**src/rtl/uifdma_arb2.sv**
```systemverilog
// Two-channel FDMA arbiter: independent round-robin write/read arbitration
// with per-direction request watchdog, sharing one FDMA master.

module uifdma_arb2_dir #(
  parameter int unsigned AW          = 32,
  parameter int unsigned ACK_TIMEOUT = 1024
) (
  input  logic            clk,
  input  logic            rst_n,
  input  logic [1:0]      req,
  input  logic [2*AW-1:0] addr,
  input  logic [31:0]     size,
  input  logic            m_busy,
  output logic            m_areq,
  output logic [AW-1:0]   m_addr,
  output logic [15:0]     m_size,
  output logic [1:0]      grant,
  output logic            err,
  output logic            xfer_c
);

  localparam int unsigned CW = $clog2(ACK_TIMEOUT + 1);

  typedef enum logic [1:0] {S_IDLE, S_REQ, S_XFER} state_t;

  state_t          state_q, state_d;
  logic            last_q, last_d;
  logic            busy_q;
  logic [CW-1:0]   cnt_q, cnt_d, cnt_inc;
  logic            areq_d, err_d, win;
  logic [AW-1:0]   addr_d;
  logic [15:0]     size_d;
  logic [1:0]      grant_d;

  assign xfer_c = (state_q == S_XFER);

  // State and registered outputs
  always_ff @(posedge clk or negedge rst_n) begin
    if (!rst_n) begin
      state_q <= S_IDLE;
      last_q  <= 1'b1;
      busy_q  <= 1'b0;
      cnt_q   <= '0;
      m_areq  <= 1'b0;
      m_addr  <= '0;
      m_size  <= '0;
      grant   <= '0;
      err     <= 1'b0;
    end else begin
      state_q <= state_d;
      last_q  <= last_d;
      busy_q  <= m_busy;
      cnt_q   <= cnt_d;
      m_areq  <= areq_d;
      m_addr  <= addr_d;
      m_size  <= size_d;
      grant   <= grant_d;
      err     <= err_d;
    end
  end

  // Next state: tie goes to the channel that did not own the last transfer
  always_comb begin
    state_d = state_q;
    last_d  = last_q;
    cnt_d   = '0;
    areq_d  = m_areq;
    addr_d  = m_addr;
    size_d  = m_size;
    grant_d = grant;
    err_d   = err;
    win     = (req == 2'b11) ? ~last_q : req[1];
    cnt_inc = (cnt_q == CW'(ACK_TIMEOUT)) ? cnt_q : cnt_q + CW'(1);
    case (state_q)
      S_IDLE: begin
        if (|req) begin
          state_d = S_REQ;
          areq_d  = 1'b1;
          grant_d = win ? 2'b10 : 2'b01;
          addr_d  = win ? addr[AW +: AW] : addr[0 +: AW];
          size_d  = win ? size[31:16] : size[15:0];
        end
      end
      S_REQ: begin
        if (m_busy) begin
          state_d = S_XFER;
          areq_d  = 1'b0;
        end else if (cnt_inc == CW'(ACK_TIMEOUT)) begin
          state_d = S_IDLE;
          areq_d  = 1'b0;
          err_d   = 1'b1;
          last_d  = grant[1];
          grant_d = '0;
        end else begin
          cnt_d = cnt_inc;
        end
      end
      S_XFER: begin
        if (busy_q && !m_busy) begin
          state_d = S_IDLE;
          last_d  = grant[1];
          grant_d = '0;
        end
      end
      default: begin
        state_d = S_IDLE;
        areq_d  = 1'b0;
        grant_d = '0;
      end
    endcase
  end

endmodule

module uifdma_arb2 #(
  parameter int unsigned AXI_ADDR_WIDTH = 32,
  parameter int unsigned AXI_DATA_WIDTH = 128,
  parameter int unsigned ACK_TIMEOUT    = 1024
) (
  input  logic                        ui_clk,
  input  logic                        ui_rstn,
  input  logic [1:0]                  s_wareq,
  input  logic [2*AXI_ADDR_WIDTH-1:0] s_waddr,
  input  logic [31:0]                 s_wsize,
  output logic [1:0]                  s_wbusy,
  input  logic [2*AXI_DATA_WIDTH-1:0] s_wdata,
  output logic [1:0]                  s_wvalid,
  input  logic [1:0]                  s_wready,
  input  logic [1:0]                  s_rareq,
  input  logic [2*AXI_ADDR_WIDTH-1:0] s_raddr,
  input  logic [31:0]                 s_rsize,
  output logic [1:0]                  s_rbusy,
  output logic [AXI_DATA_WIDTH-1:0]   s_rdata,
  output logic [1:0]                  s_rvalid,
  input  logic [1:0]                  s_rready,
  output logic [AXI_ADDR_WIDTH-1:0]   fdma_waddr,
  output logic                        fdma_wareq,
  output logic [15:0]                 fdma_wsize,
  input  logic                        fdma_wbusy,
  output logic [AXI_DATA_WIDTH-1:0]   fdma_wdata,
  input  logic                        fdma_wvalid,
  output logic                        fdma_wready,
  output logic [AXI_ADDR_WIDTH-1:0]   fdma_raddr,
  output logic                        fdma_rareq,
  output logic [15:0]                 fdma_rsize,
  input  logic                        fdma_rbusy,
  input  logic [AXI_DATA_WIDTH-1:0]   fdma_rdata,
  input  logic                        fdma_rvalid,
  output logic                        fdma_rready,
  output logic [1:0]                  wgrant,
  output logic [1:0]                  rgrant,
  output logic                        werr,
  output logic                        rerr
);

  localparam int unsigned DW = AXI_DATA_WIDTH;

  logic wxfer_c, rxfer_c;

  uifdma_arb2_dir #(.AW(AXI_ADDR_WIDTH), .ACK_TIMEOUT(ACK_TIMEOUT)) u_warb (
    .clk    (ui_clk),
    .rst_n  (ui_rstn),
    .req    (s_wareq),
    .addr   (s_waddr),
    .size   (s_wsize),
    .m_busy (fdma_wbusy),
    .m_areq (fdma_wareq),
    .m_addr (fdma_waddr),
    .m_size (fdma_wsize),
    .grant  (wgrant),
    .err    (werr),
    .xfer_c (wxfer_c)
  );

  uifdma_arb2_dir #(.AW(AXI_ADDR_WIDTH), .ACK_TIMEOUT(ACK_TIMEOUT)) u_rarb (
    .clk    (ui_clk),
    .rst_n  (ui_rstn),
    .req    (s_rareq),
    .addr   (s_raddr),
    .size   (s_rsize),
    .m_busy (fdma_rbusy),
    .m_areq (fdma_rareq),
    .m_addr (fdma_raddr),
    .m_size (fdma_rsize),
    .grant  (rgrant),
    .err    (rerr),
    .xfer_c (rxfer_c)
  );

  assign s_wbusy = wgrant;
  assign s_rbusy = rgrant;

  // Data-phase steering straight from the grant register
  assign s_wvalid    = wxfer_c ? (wgrant & {2{fdma_wvalid}}) : 2'b00;
  assign fdma_wready = wxfer_c & |(wgrant & s_wready);
  assign s_rvalid    = rxfer_c ? (rgrant & {2{fdma_rvalid}}) : 2'b00;
  assign fdma_rready = rxfer_c & |(rgrant & s_rready);
  assign s_rdata     = fdma_rdata;

  always_comb begin
    fdma_wdata = '0;
    if (wgrant[1])      fdma_wdata = s_wdata[DW +: DW];
    else if (wgrant[0]) fdma_wdata = s_wdata[0 +: DW];
  end

endmodule

```
**config.mk**
```make
export PLATFORM = sky130hd
export DESIGN_NAME = uifdma_arb2
export DESIGN_NICKNAME = d
export VERILOG_FILES = /design/src/rtl/uifdma_arb2.sv
export SDC_FILE = /design/constraint.sdc
export NUM_CORES = 1
export LEC_CHECK = 0
export BUFFER_PORTS_ARGS = -buffer_cell sky130_fd_sc_hd__buf_4
export CORE_AREA = 5 5 366 368
export DETAILED_ROUTE_END_ITERATION = 10
export DIE_AREA = 0 0 371 373
export HOLD_SLACK_MARGIN = 0.1
export PLACE_DENSITY = 0.31
export SLEW_MARGIN = 0
export SYNTH_ARGS = -nofsm -noshare
export SYNTH_HDL_FRONTEND = slang
export SYNTH_SLANG_ARGS = --single-unit
```
**constraint.sdc**
```tcl
create_clock -name ui_clk -period 2.55 [get_ports ui_clk]
set_input_delay 0.255 -clock ui_clk [delete_from_list [all_inputs] [get_ports ui_clk]]
set_output_delay 0.255 -clock ui_clk [all_outputs]
set_load 0.01 [all_outputs]
```
==> run_results.csv, run 1 <==
group,metric,value,unit
run_status,outcome,"finished, final reports clean",
routing,wl_met1,25000,um
cts,cts_buffer_depth,2,
layout,stdcell_area,0.0180,mm^2
sta,finalCriticalPeriod,2.39,ns
routing,drcViolationCount,0,
pwr,p_total,15.6,mW
sta,relSlewSlack,0.552,
layout,final_cell_mix,"723 x buf_4, 193 x dlygate4sd3_1, 130 x dfrtp_1",
synthesis,syn_nets,1548,
placed_design,io_buffers,703,
worst_setup_path,crit_path_start,"u_warb.grant[0]",
job,cap_violations,0,
placed_design,hpwl,61700,um
sta,tightest_slew,0.671,ns
cts,root_buffer,"clkbuf_16",
layout,nets,2291,
synthesis,syn-mean-instance-area,9.27,um^2
synthesis,async_reset_ff_frac,1.00,
sta,skew,0.0144,ns
cts,clk-insertion-delay-late,0.50,ns
routing,num_vias,10200,
sta,rsz0062_at_grt,"no",
cts,cts_tree,"done",
pwr,p_per_area,866,mW/mm^2
sta,tns,0,ns
layout,drive_gt1_frac,0.462,
die,die_x,371,um
routing,wl,71500,um
synthesis,syn_inst,954,
placed_design,routabilityCongestion,0.772,
routing,route.detailed.wl_per_inst,20.5,um
sta,slew_viol_final,0,
global_routing,grt_pass1_vias,10800,
layout,fin_cells,3482,
die,die_h,373,um
worst_setup_path,worstSetupEndpointType,"primary output",
cts,htree_levels,4,
synthesis,synth_seq_area_share,0.379,
synthesis,synth_area,0.00885,mm^2
worst_setup_path,r2r_start,"u_rarb.cnt_q[1]",
routing,drt-initial-drc-count,327,
hold_path,hold_class,"input port to register",
sta,setup_violations,0,
worst_setup_path,cp_data_required_time,2.30,ns
hold_path,min_from,"s_raddr[30]",
routing,vias_per_cell,2.93,
layout,final_common_cell,"buf_4",
routing,ant_nets,0,
cts,cts_setup_buffers,0,
routing,top_layer_used,"met5",
placed_design,dp.cells,3240,
synthesis,ys.flop_type,"dfrtp_1",
cts,cts_buffers,17,
global_routing,grt_usage,0.0999,
die,num_rows,133,
routing,first_pass_iters,4,
layout,utilization,0.138,
worst_setup_path,worstSetupPathType,"register to primary output",
synthesis,synth_cell_types,55,
layout,area_growth,104,%
sta,timing.final.crit_share,0.939,
routing,wl_met3,7660,um
global_routing,antenna_found_initial,47,
pwr,irDropWorstVdd,0.551,mV
routing,wl_met2,36000,um
worst_setup_path,path_max_fanout,83,
cts,cts.clk_slew.worst_paths,0.07,ns
global_routing,grt_pass1_wl,92900,um
die,ios,960,
cts,clkSinkCount,134,
synthesis,ys_ff_latch,134,
worst_setup_path,cp-start-kind,"register",
synthesis,synth_edf_count,0,
sta,hold_viol_final,0,
die,fp.dieArea,0.138,mm^2
global_routing,grt_start_max_net_pins,92,
global_routing,grt-ovfl-total,0,
die,initial_core_util,0.0678,
die,core_area,0.130,mm^2
worst_setup_path,arrival,2.14,ns
synthesis,yosysWarnings,0,
pwr,leakagePower,7.97,nW
placed_design,placed_area,0.0154,mm^2
sta,fmax,0.418,GHz
-- registers in the layout (all words and copies together), names as in the netlist --
name / flops
u_warb.err: 1
u_rarb.m_areq: 1
u_rarb.grant: 2
u_warb.m_areq: 1
u_warb.busy_q: 1
u_warb.m_size: 16
u_warb.grant: 2
u_rarb.err: 1
u_rarb.m_addr: 32
u_warb.last_q: 1
u_rarb.state_q: 2
u_warb.m_addr: 32
u_warb.cnt_q: 11
u_rarb.cnt_q: 11
u_rarb.busy_q: 1
u_rarb.last_q: 1
u_rarb.m_size: 16
u_warb.state_q: 2
-- power by group --
part	internal [mW]	switching, mW	total (mW)	leakage, nW
Combinational	4.44	4.80	9.24	6.13
Clock	1.57	1.18	2.75	0.291
Sequential	3.01	0.605	3.62	1.55
-- area by class of cell --
cell class	count	area [um^2]
Timing Repair Buffer	928	7590
Tap cell	1755	2200
Sequential cell	134	3360
Multi-Input combinational cell	603	4190
Clock buffer	19	443
Inverter	13	48.8
Clock inverter	13	170
Fill cell	15100	112000
Antenna cell	17	42.5
-- synthesized netlist by cell type (3+ instances only) --
| cell type | n | area, um^2 |
|---|---|---|
| nand2b_1 | 5 | 31.3 |
| nand4_1 | 5 | 31.3 |
| a21boi_0 | 3 | 22.5 |
| o21ai_0 | 9 | 45.0 |
| a21o_1 | 3 | 22.5 |
| ha_1 | 4 | 50.1 |
| a22oi_1 | 4 | 30.0 |
| buf_4 | 138 | 1040 |
| nand3_1 | 10 | 50.1 |
| nor3_1 | 6 | 30.0 |
| nand2_1 | 18 | 67.6 |
| or3_1 | 3 | 18.8 |
| nor2b_1 | 8 | 50.1 |
| and3_1 | 8 | 50.1 |
| a21oi_1 | 104 | 521 |
| buf_2 | 4 | 20.0 |
| nor3b_1 | 3 | 22.5 |
| o211ai_1 | 4 | 30.0 |
| inv_1 | 13 | 48.8 |
| xnor2_1 | 15 | 131 |
| clkbuf_1 | 48 | 180 |
| a22o_1 | 127 | 1110 |
| xor2_1 | 6 | 52.6 |
| dfrtp_1 | 132 | 3300 |
| buf_1 | 13 | 48.8 |
| nor2_1 | 129 | 484 |
| mux2i_1 | 97 | 971 |
-- what timing repair did --
action	in CTS	in global routing
endpoints found under the setup margin	12	0
gates resized for setup	3	0
hold buffers	193	0
endpoints found under the hold margin	233	0
-- logic make-up after synthesis --
| kind of cell | after synthesis | synth area share |
|---|---|---|
| multiplexers | 100 | 0.114 |
| buffers and inverters | 217 | 0.152 |
| flip-flops | 134 | 0.379 |
| AND/OR/NAND/NOR | 207 | 0.108 |
| AO/OA/AOI/OAI | 271 | 0.221 |
| adder cells (fa/ha/maj) | 4 | 0.00566 |
| XOR/XNOR | 21 | 0.0208 |
-- metal layers --
| metal | track usage | vias up |
|---|---|---|
| li1 | - | 4792 |
| met1 | 0.0988 | 4626 |
| met2 | 0.178 | 608 |
| met3 | 0.0464 | 157 |
| met4 | 0.0431 | 6 |
| met5 | 0.00524 | - |
-- final timing paths --
path | endpoint | slack [ns] | cells after the start
max | fdma_wdata[113] | 0.16 | 4
min | u_rarb.m_addr[30] | 0.17 | 3
max reg2reg | u_rarb.last_q | 0.20 | 7
min reg2reg | u_warb.m_areq | 0.48 | 1
max in group asynchronous | u_warb.last_q | 1.68 | 3
min in group asynchronous | u_rarb.m_addr[8] | 0.18 | 2
-- metrics by stage --
step,setup slack (ns),hold slack [ns]
6_report,0.156,0.170
5_1_grt,0.0468,0.122
4_1_cts,0.0777,0.109
3_5_place_dp,0.186,0.139
3_3_place_gp,0.203,0.139
2_1_floorplan,0.127,-0.0406
-- worst max-delay path, stage by stage (launching register included) --
cell	delay, ns
dfrtp_2	0.50
nor2b_4	0.26
buf_12	0.32
a22o_1	0.31
buf_4	0.16
No activity file was read; power rests on OpenSTA's default activity.
==> run 2: changes to the inputs <==
- ABC_AREA: default -> 1
- ABC_CLOCK_PERIOD_IN_PS: default -> 2550
- CORE_AREA: 5 5 366 368 -> 5 5 374 376
- DIE_AREA: 0 0 371 373 -> 0 0 379 381
- PLACE_DENSITY: 0.31 -> 0.3
==> run 2 against run 1 <==
Register-to-register slack gained 0.02 ns. Clock-buffer cell count shrank 1. Critical path type unchanged. Design area grew 1.5%. Sequential power grew 3%. Flip-flop and latch count is the same. Largest cell class unchanged. Worst setup slack gained 0.011 ns. Fmax grew 0.48%. Largest power group unchanged. Final cell count grew 13%.
==> run_results.csv, run 2 <==
group,metric,value,unit
placed_design,io_buffers,703,
sta,hold_slack,0.146,ns
routing,route.detailed.wl_per_inst,18.2,um
die,fp.dieArea,0.144,mm^2
global_routing,use_met3,0.0522,
pwr,leakagePower,8.78,nW
sta,rsz0062_at_grt,"no",
layout,drive_gt1_frac,0.371,
synthesis,synth_area_leaders,"dfrtp_1 36%, nand2_1 18%, buf_4 11%",
die,initial_core_util,0.0679,
pwr,p_switching,7.36,mW
synthesis,syn_nets,1991,
synthesis,synth_top_area_share,0.357,
pwr,clockPowerShare,0.150,
sta,slew_viol_final,0,
synthesis,synth_edf_count,0,
cts,clkSinkCount,134,
sta,fmax,0.420,GHz
placed_design,hpwl,59500,um
die,ios,960,
synthesis,synth-simple-area-share,0.347,
die,num_rows,136,
sta,setup_ws,0.167,ns
synthesis,synth_cell_types,28,
pwr,power_frac_seq,0.224,
synthesis,synth_seq_area_share,0.362,
sta,finalCriticalPeriod,2.38,ns
worst_setup_path,worstRegToRegCells,8,
layout,area_growth,97.7,%
run_status,outcome,"finished, final reports clean",
layout,nets,2717,
layout,nFillCells,16000,
layout,final_cell_mix,"730 x buf_4, 448 x nand2_1, 190 x dlygate4sd3_1",
pwr,p_per_area,911,mW/mm^2
pwr,swShare,0.441,
die,die_h,381,um
hold_path,min_from,"s_waddr[11]",
cts,htree_levels,4,
synthesis,synth_top_family_by_area,"simple AND/OR/NAND/NOR gates",
synthesis,synthAdderAreaFrac,0.00540,
sta,tns,0,ns
global_routing,grt-ovfl-total,0,
global_routing,grt_pass1_wl,97100,um
global_routing,met1_usage,0.117,
cts,cts_setup_buffers,0,
job,cap_violations,0,
synthesis,synth_area,0.00926,mm^2
pwr,internal_power,9.33,mW
routing,num_vias,12200,
cts,cts_resized,0,
synthesis,synth_compound_gate_area_share,0.113,
cts,holdBufCountCts,190,
layout,multiInputGateArea,0.00440,mm^2
synthesis,ys.flop_type,"dfrtp_1",
synthesis,synthTopCellsByCount,"448 x nand2_1, 176 x o21ai_0, 152 x nor2_1",
synthesis,synth-xor-area-share,0.00757,
routing,wl,71800,um
sta,tightest_slew,0.643,ns
routing,first_pass_iters,5,
cts,cts_buffer_depth,2,
placed_design,routabilityCongestion,0.835,
cts,cts.clk_slew.worst_paths,0.06,ns
hold_path,hold_class,"input port to register",
routing,drcViolationCount,0,
worst_setup_path,worstSetupEndpointType,"primary output",
worst_setup_path,arrival,2.13,ns
sta,timing.final.crit_share,0.934,
worst_setup_path,cp_top_family,"buffers and inverters",
worst_setup_path,cp_slowest_cell,"dfrtp_4",
synthesis,async_reset_ff_frac,1.00,
global_routing,grt_start_max_net_pins,87,
worst_setup_path,cp_data_required_time,2.30,ns
sta,relSlewSlack,0.571,
global_routing,met2_usage,0.141,
die,die_x,379,um
worst_setup_path,r2r_start,"u_warb.last_q",
pwr,combPwrFrac,0.625,
worst_setup_path,path_max_fanout,40,
routing,drt-initial-drc-count,687,
sta,skew,0.00934,ns
synthesis,syn-mean-instance-area,6.63,um^2
global_routing,grt_usage,0.0948,
placed_design,pre_cts_slack,0.473,ns
sta,hold_viol_final,0,
worst_setup_path,rrSetupSlack,0.22,ns
synthesis,syn_inst,1397,
global_routing,antenna_found_initial,32,
synthesis,ys_ff_latch,134,
cts,clk-insertion-delay-late,0.48,ns
layout,reg.largest.list,"u_rarb.m_addr (32), u_warb.m_addr (32)",
sta,setup_violations,0,
die,core_area,0.136,mm^2
routing,ant_nets,0,
layout,final_common_cell,"buf_4",
cts,cts_tree,"done",
worst_setup_path,worstSetupPathType,"register to primary output",
worst_setup_path,critical_path.max_stage_delay,0.51,ns
layout,regArea,0.00336,mm^2
worst_setup_path,cp-start-kind,"register",
worst_setup_path,r2r_end,"u_warb.m_addr[5]",
synthesis,yosysTopAreaCell,"dfrtp_1",
synthesis,synth.most_common_cell,"nand2_1",
pwr,irDropWorstVdd,0.441,mV
cts,cts_buffers,17,
synthesis,synthMuxAreaShare,0,
global_routing,grt-busiest-layer,"met2",
worst_setup_path,cp_num_cells,5,
synthesis,yosysWarnings,0,
worst_setup_path,path_cells,"inv_4, buf_12, nand3_1, nand2_1, buf_4",
hold_path,holdPathStages,3,
routing,vias_per_cell,3.10,
worst_setup_path,critPathBufInv,3,
global_routing,grt_pass1_vias,12800,
hold_path,min_to,"u_warb.m_addr[11]",
cts,root_buffer,"clkbuf_16",
run 2: changes by cell type after synthesis, sizes merged, moves of 34 or more:
cell | before | now
a21oi | 104 | 5
a22o | 127 | 0
inv | 13 | 47
mux2i | 97 | 0
nand2 | 18 | 450
nand3 | 11 | 155
o21ai | 10 | 200
run 2: metrics by stage:
stage           util  total power, mW  cells  instance area, um^2
6_report       0.134             16.7   3941                18300
5_1_grt        0.134             18.0   3932                18300
4_1_cts        0.134             17.0   3930                18300
3_5_place_dp   0.116             12.9   3708                15800
3_3_place_gp   0.116             13.0   3708                15800
2_1_floorplan      -             7.62   1397                 9260
run 2: cell type report:
cell class	count	area share
Clock buffer	18	0.0240
Timing Repair Buffer	928	0.411
Tap cell	1794	0.123
Antenna cell	11	0.00150
Clock inverter	14	0.00676
Inverter	47	0.00977
Multi-Input combinational cell	995	0.240
Sequential cell	134	0.184
run 2: kinds of logic after synthesis:
kind of cell | count (synthesis)
and+or+nand+nor | 775
buffers and inverters | 268
AOI/OAI and AO/OA | 208
DFF | 134
xor gates and xnor gates | 8
adders and majority gates | 4
run 2: worst register-to-register path, cell delays in order, from the launching register on:
cell and delay, ns:
dfstp_2 0.54, nand2_1 0.05, nand2_1 0.07, inv_1 0.19
buf_4 0.27, buf_4 0.20, o21ai_0 0.23, o21ai_0 0.10
dlygate4sd3_1 0.56
run 2: power groups by stage:
stage	clock [mW]	sequential, mW	combinational (mW)
after floorplan	0	3.88	3.75
after global placement	0	3.79	9.25
after detailed placement	0	3.77	9.15
after CTS	2.66	3.77	10.6
after global routing	2.70	3.87	11.4
final	2.51	3.74	10.4
run 2: worst max path at each step:
stage | start | end
6_report | u_warb.grant[1] | fdma_wdata[91]
2_1_floorplan | u_rarb.cnt_q[0] | u_rarb.m_areq
3_3_place_gp | u_warb.cnt_q[0] | u_warb.m_areq
5_1_grt | u_warb.grant[1] | fdma_wdata[91]
3_5_place_dp | u_warb.cnt_q[0] | u_warb.state_q[0]
4_1_cts | u_warb.grant[1] | fdma_wdata[2]
run 2: per-layer routing:
metal	vias to the layer above	share of wire
met3	93	0.12
met5	-	0.0018
li1	5807	-
met2	604	0.43
met4	22	0.021
met1	5701	0.43
==> run 3: changes to the inputs <==
- ABC_CLOCK_PERIOD_IN_PS: 2550 -> 2110
- RECOVER_POWER: default -> 100
- clock period: 2.55 -> 2.11 ns (I/O delays scaled with it)
==> run 3 against run 2 <==
Sequential share of layout area fell by 0.30 points. Total power rose by 21%. Non-clock buffer count rose by 26. Clock skew rose by 0.0029 ns. Combinational power rose by 22%. First-iteration DRC count fell by 11%. Design area rose by 1.6%. Worst setup slack got worse by 0.13 ns. Global-route usage rose by 0.33 points. Clock-buffer cell count did not move. Flip-flop and latch count did not move. Via count rose by 1.4%.
==> run_results.csv, run 3 (synthesis gave the netlist of run 2 again) <==
group,metric,value,unit
layout,regArea,0.00336,mm^2
global_routing,antenna_found_initial,29,
worst_setup_path,cp_slowest_cell,"dfrtp_4",
global_routing,grt_start_max_net_pins,51,
worst_setup_path,path_max_fanout,10,
pwr,irDropWorstVdd,0.475,mV
pwr,p_switching,9.52,mW
pwr,power_frac_seq,0.220,
pwr,clockPowerShare,0.150,
routing,drt-initial-drc-count,609,
worst_setup_path,r2r_end,"u_rarb.m_addr[16]",
run_status,outcome,"finished, final reports clean",
sta,slew_viol_final,0,
die,die_x,379,um
layout,utilization,0.136,
layout,area_growth,101,%
worst_setup_path,critical_path.max_stage_delay,0.55,ns
sta,rsz0062_at_grt,"yes",
routing,drcViolationCount,0,
sta,tns,0,ns
sta,hold_viol_final,0,
sta,tightest_slew,1.03,ns
routing,first_pass_iters,4,
layout,nets,2743,
cts,htree_levels,4,
die,ios,960,
cts,cts_buffer_depth,2,
pwr,leakagePower,8.60,nW
global_routing,grt_usage,0.0981,
global_routing,grt_pass1_vias,13000,
cts,cts_buffers,17,
die,initial_core_util,0.0679,
layout,reg.largest.list,"u_rarb.m_addr (32), u_warb.m_addr (32)",
pwr,combPwrFrac,0.630,
placed_design,hpwl,59900,um
placed_design,io_buffers,703,
routing,wl,75600,um
sta,finalCriticalPeriod,2.07,ns
hold_path,min_to,"u_warb.m_addr[23]",
worst_setup_path,worstSetupPathType,"register to primary output",
sta,relSlewSlack,0.315,
routing,ant_nets,0,
sta,setup_violations,0,
pwr,internal_power,10.6,mW
die,core_area,0.136,mm^2
layout,multiInputGateArea,0.00459,mm^2
cts,root_buffer,"clkbuf_16",
worst_setup_path,worstRegToRegCells,7,
cts,cts.clk_slew.worst_paths,0.07,ns
placed_design,routabilityCongestion,0.839,
die,die_h,381,um
die,fp.dieArea,0.144,mm^2
cts,cts_tree,"done",
worst_setup_path,path_cells,"inv_12, buf_16, nand3_1, nand2_1, buf_4",
sta,fmax,0.482,GHz
layout,final_common_cell,"buf_4",
layout,nFillCells,16000,
sta,timing.final.crit_share,0.983,
hold_path,holdPathStages,3,
sta,skew,0.0122,ns
die,num_rows,136,
worst_setup_path,arrival,1.86,ns
routing,num_vias,12400,
worst_setup_path,r2r_start,"u_rarb.last_q",
worst_setup_path,rrSetupSlack,0.14,ns
cts,clkSinkCount,134,
worst_setup_path,worstSetupEndpointType,"primary output",
routing,route.detailed.wl_per_inst,19.1,um
layout,final_cell_mix,"611 x buf_4, 430 x nand2_1, 192 x dlygate4sd3_1",
pwr,swShare,0.473,
pwr,p_per_area,1080,mW/mm^2
job,cap_violations,0,
global_routing,grt_pass1_wl,100000,um
cts,clk-insertion-delay-late,0.48,ns
layout,drive_gt1_frac,0.346,
hold_path,min_from,"s_waddr[23]",
worst_setup_path,cp-start-kind,"register",
global_routing,grt-ovfl-total,0,
hold_path,hold_class,"input port to register",
worst_setup_path,cp_data_required_time,1.90,ns
routing,vias_per_cell,3.13,
run 3: cell count changes in the layout (fill, tap and decap cells not counted), moves of 5 or more:
cell | before | now
buf_6 | 1 | 15
clkbuf_16 | 17 | 22
buf_4 | 730 | 611
nand3_1 | 150 | 132
clkinv_4 | 1 | 6
clkbuf_1 | 0 | 110
nand2_1 | 448 | 430
nand3_2 | 4 | 19
nand2_2 | 0 | 18
buf_16 | 0 | 7
run 3: metal layers:
metal	track usage	up-vias	part of all wire
li1	-	5870	-
met1	0.126	5820	0.44
met2	0.146	599	0.43
met3	0.0460	91	0.11
met4	0.0268	20	0.019
met5	0.000337	-	0.0016
run 3: power by group through the flow:
stage                     Combinational (mW)  Clock [mW]  Sequential [mW]
after floorplan                         4.53           0             4.69
after global placement                  11.5           0             4.53
after detailed placement                11.4           0             4.51
after CTS                               13.2        3.20             4.48
after global routing                    13.8        3.25             4.59
final                                   12.7        3.02             4.43
run 3: through the flow:
step	std cells	hold slack [ns]	setup slack, ns	power [mW]	instance area [um^2]
2_1_floorplan	1397	-0.0846	0.413	9.21	9260
3_3_place_gp	3716	0.235	0.110	16.0	16000
3_5_place_dp	3716	0.229	0.108	15.9	16000
4_1_cts	3950	0.117	-0.0745	20.9	18700
5_1_grt	3959	0.168	-0.00939	21.6	18600
6_report	3968	0.152	0.0358	20.1	18600
run 3: cell type report:
class / count / area share
repair buffers: 954 / 0.410
multi-input cells: 995 / 0.246
flip-flops and latches: 134 / 0.181
well taps: 1794 / 0.121
clock buffers: 18 / 0.0231
inverters: 47 / 0.0102
clock inverters: 14 / 0.00699
diodes: 12 / 0.00161
run 3: worst max-delay path: cells and delay by family, from the launching register on:
family                 cells  cell delay [ns]
buffers and inverters      3             0.49
flip-flops                 1             0.55
AND/OR/NAND/NOR            2             0.32
run 3: how the worst max path moves through the flow:
stage                    start         endpoint  cells after the start
6_report       u_warb.grant[1]   fdma_wdata[56]                      5
4_1_cts        u_warb.grant[1]    fdma_wdata[6]                      5
5_1_grt        u_warb.grant[1]    fdma_wdata[3]                      6
2_1_floorplan  u_rarb.cnt_q[0]    u_rarb.m_areq                     11
3_5_place_dp   u_rarb.cnt_q[0]    u_rarb.m_areq                     11
3_3_place_gp   u_warb.cnt_q[0]  u_warb.cnt_q[0]                     12
run 3: timing repair:
action / 4_1_cts / 5_1_grt
cloned: 4 / 6
gates resized for setup: 35 / 50
hold buffers: 192 / 0
hold endpoints to repair: 152 / 0
endpoints found under the setup margin: 111 / 97
setup buffers: 6 / 1
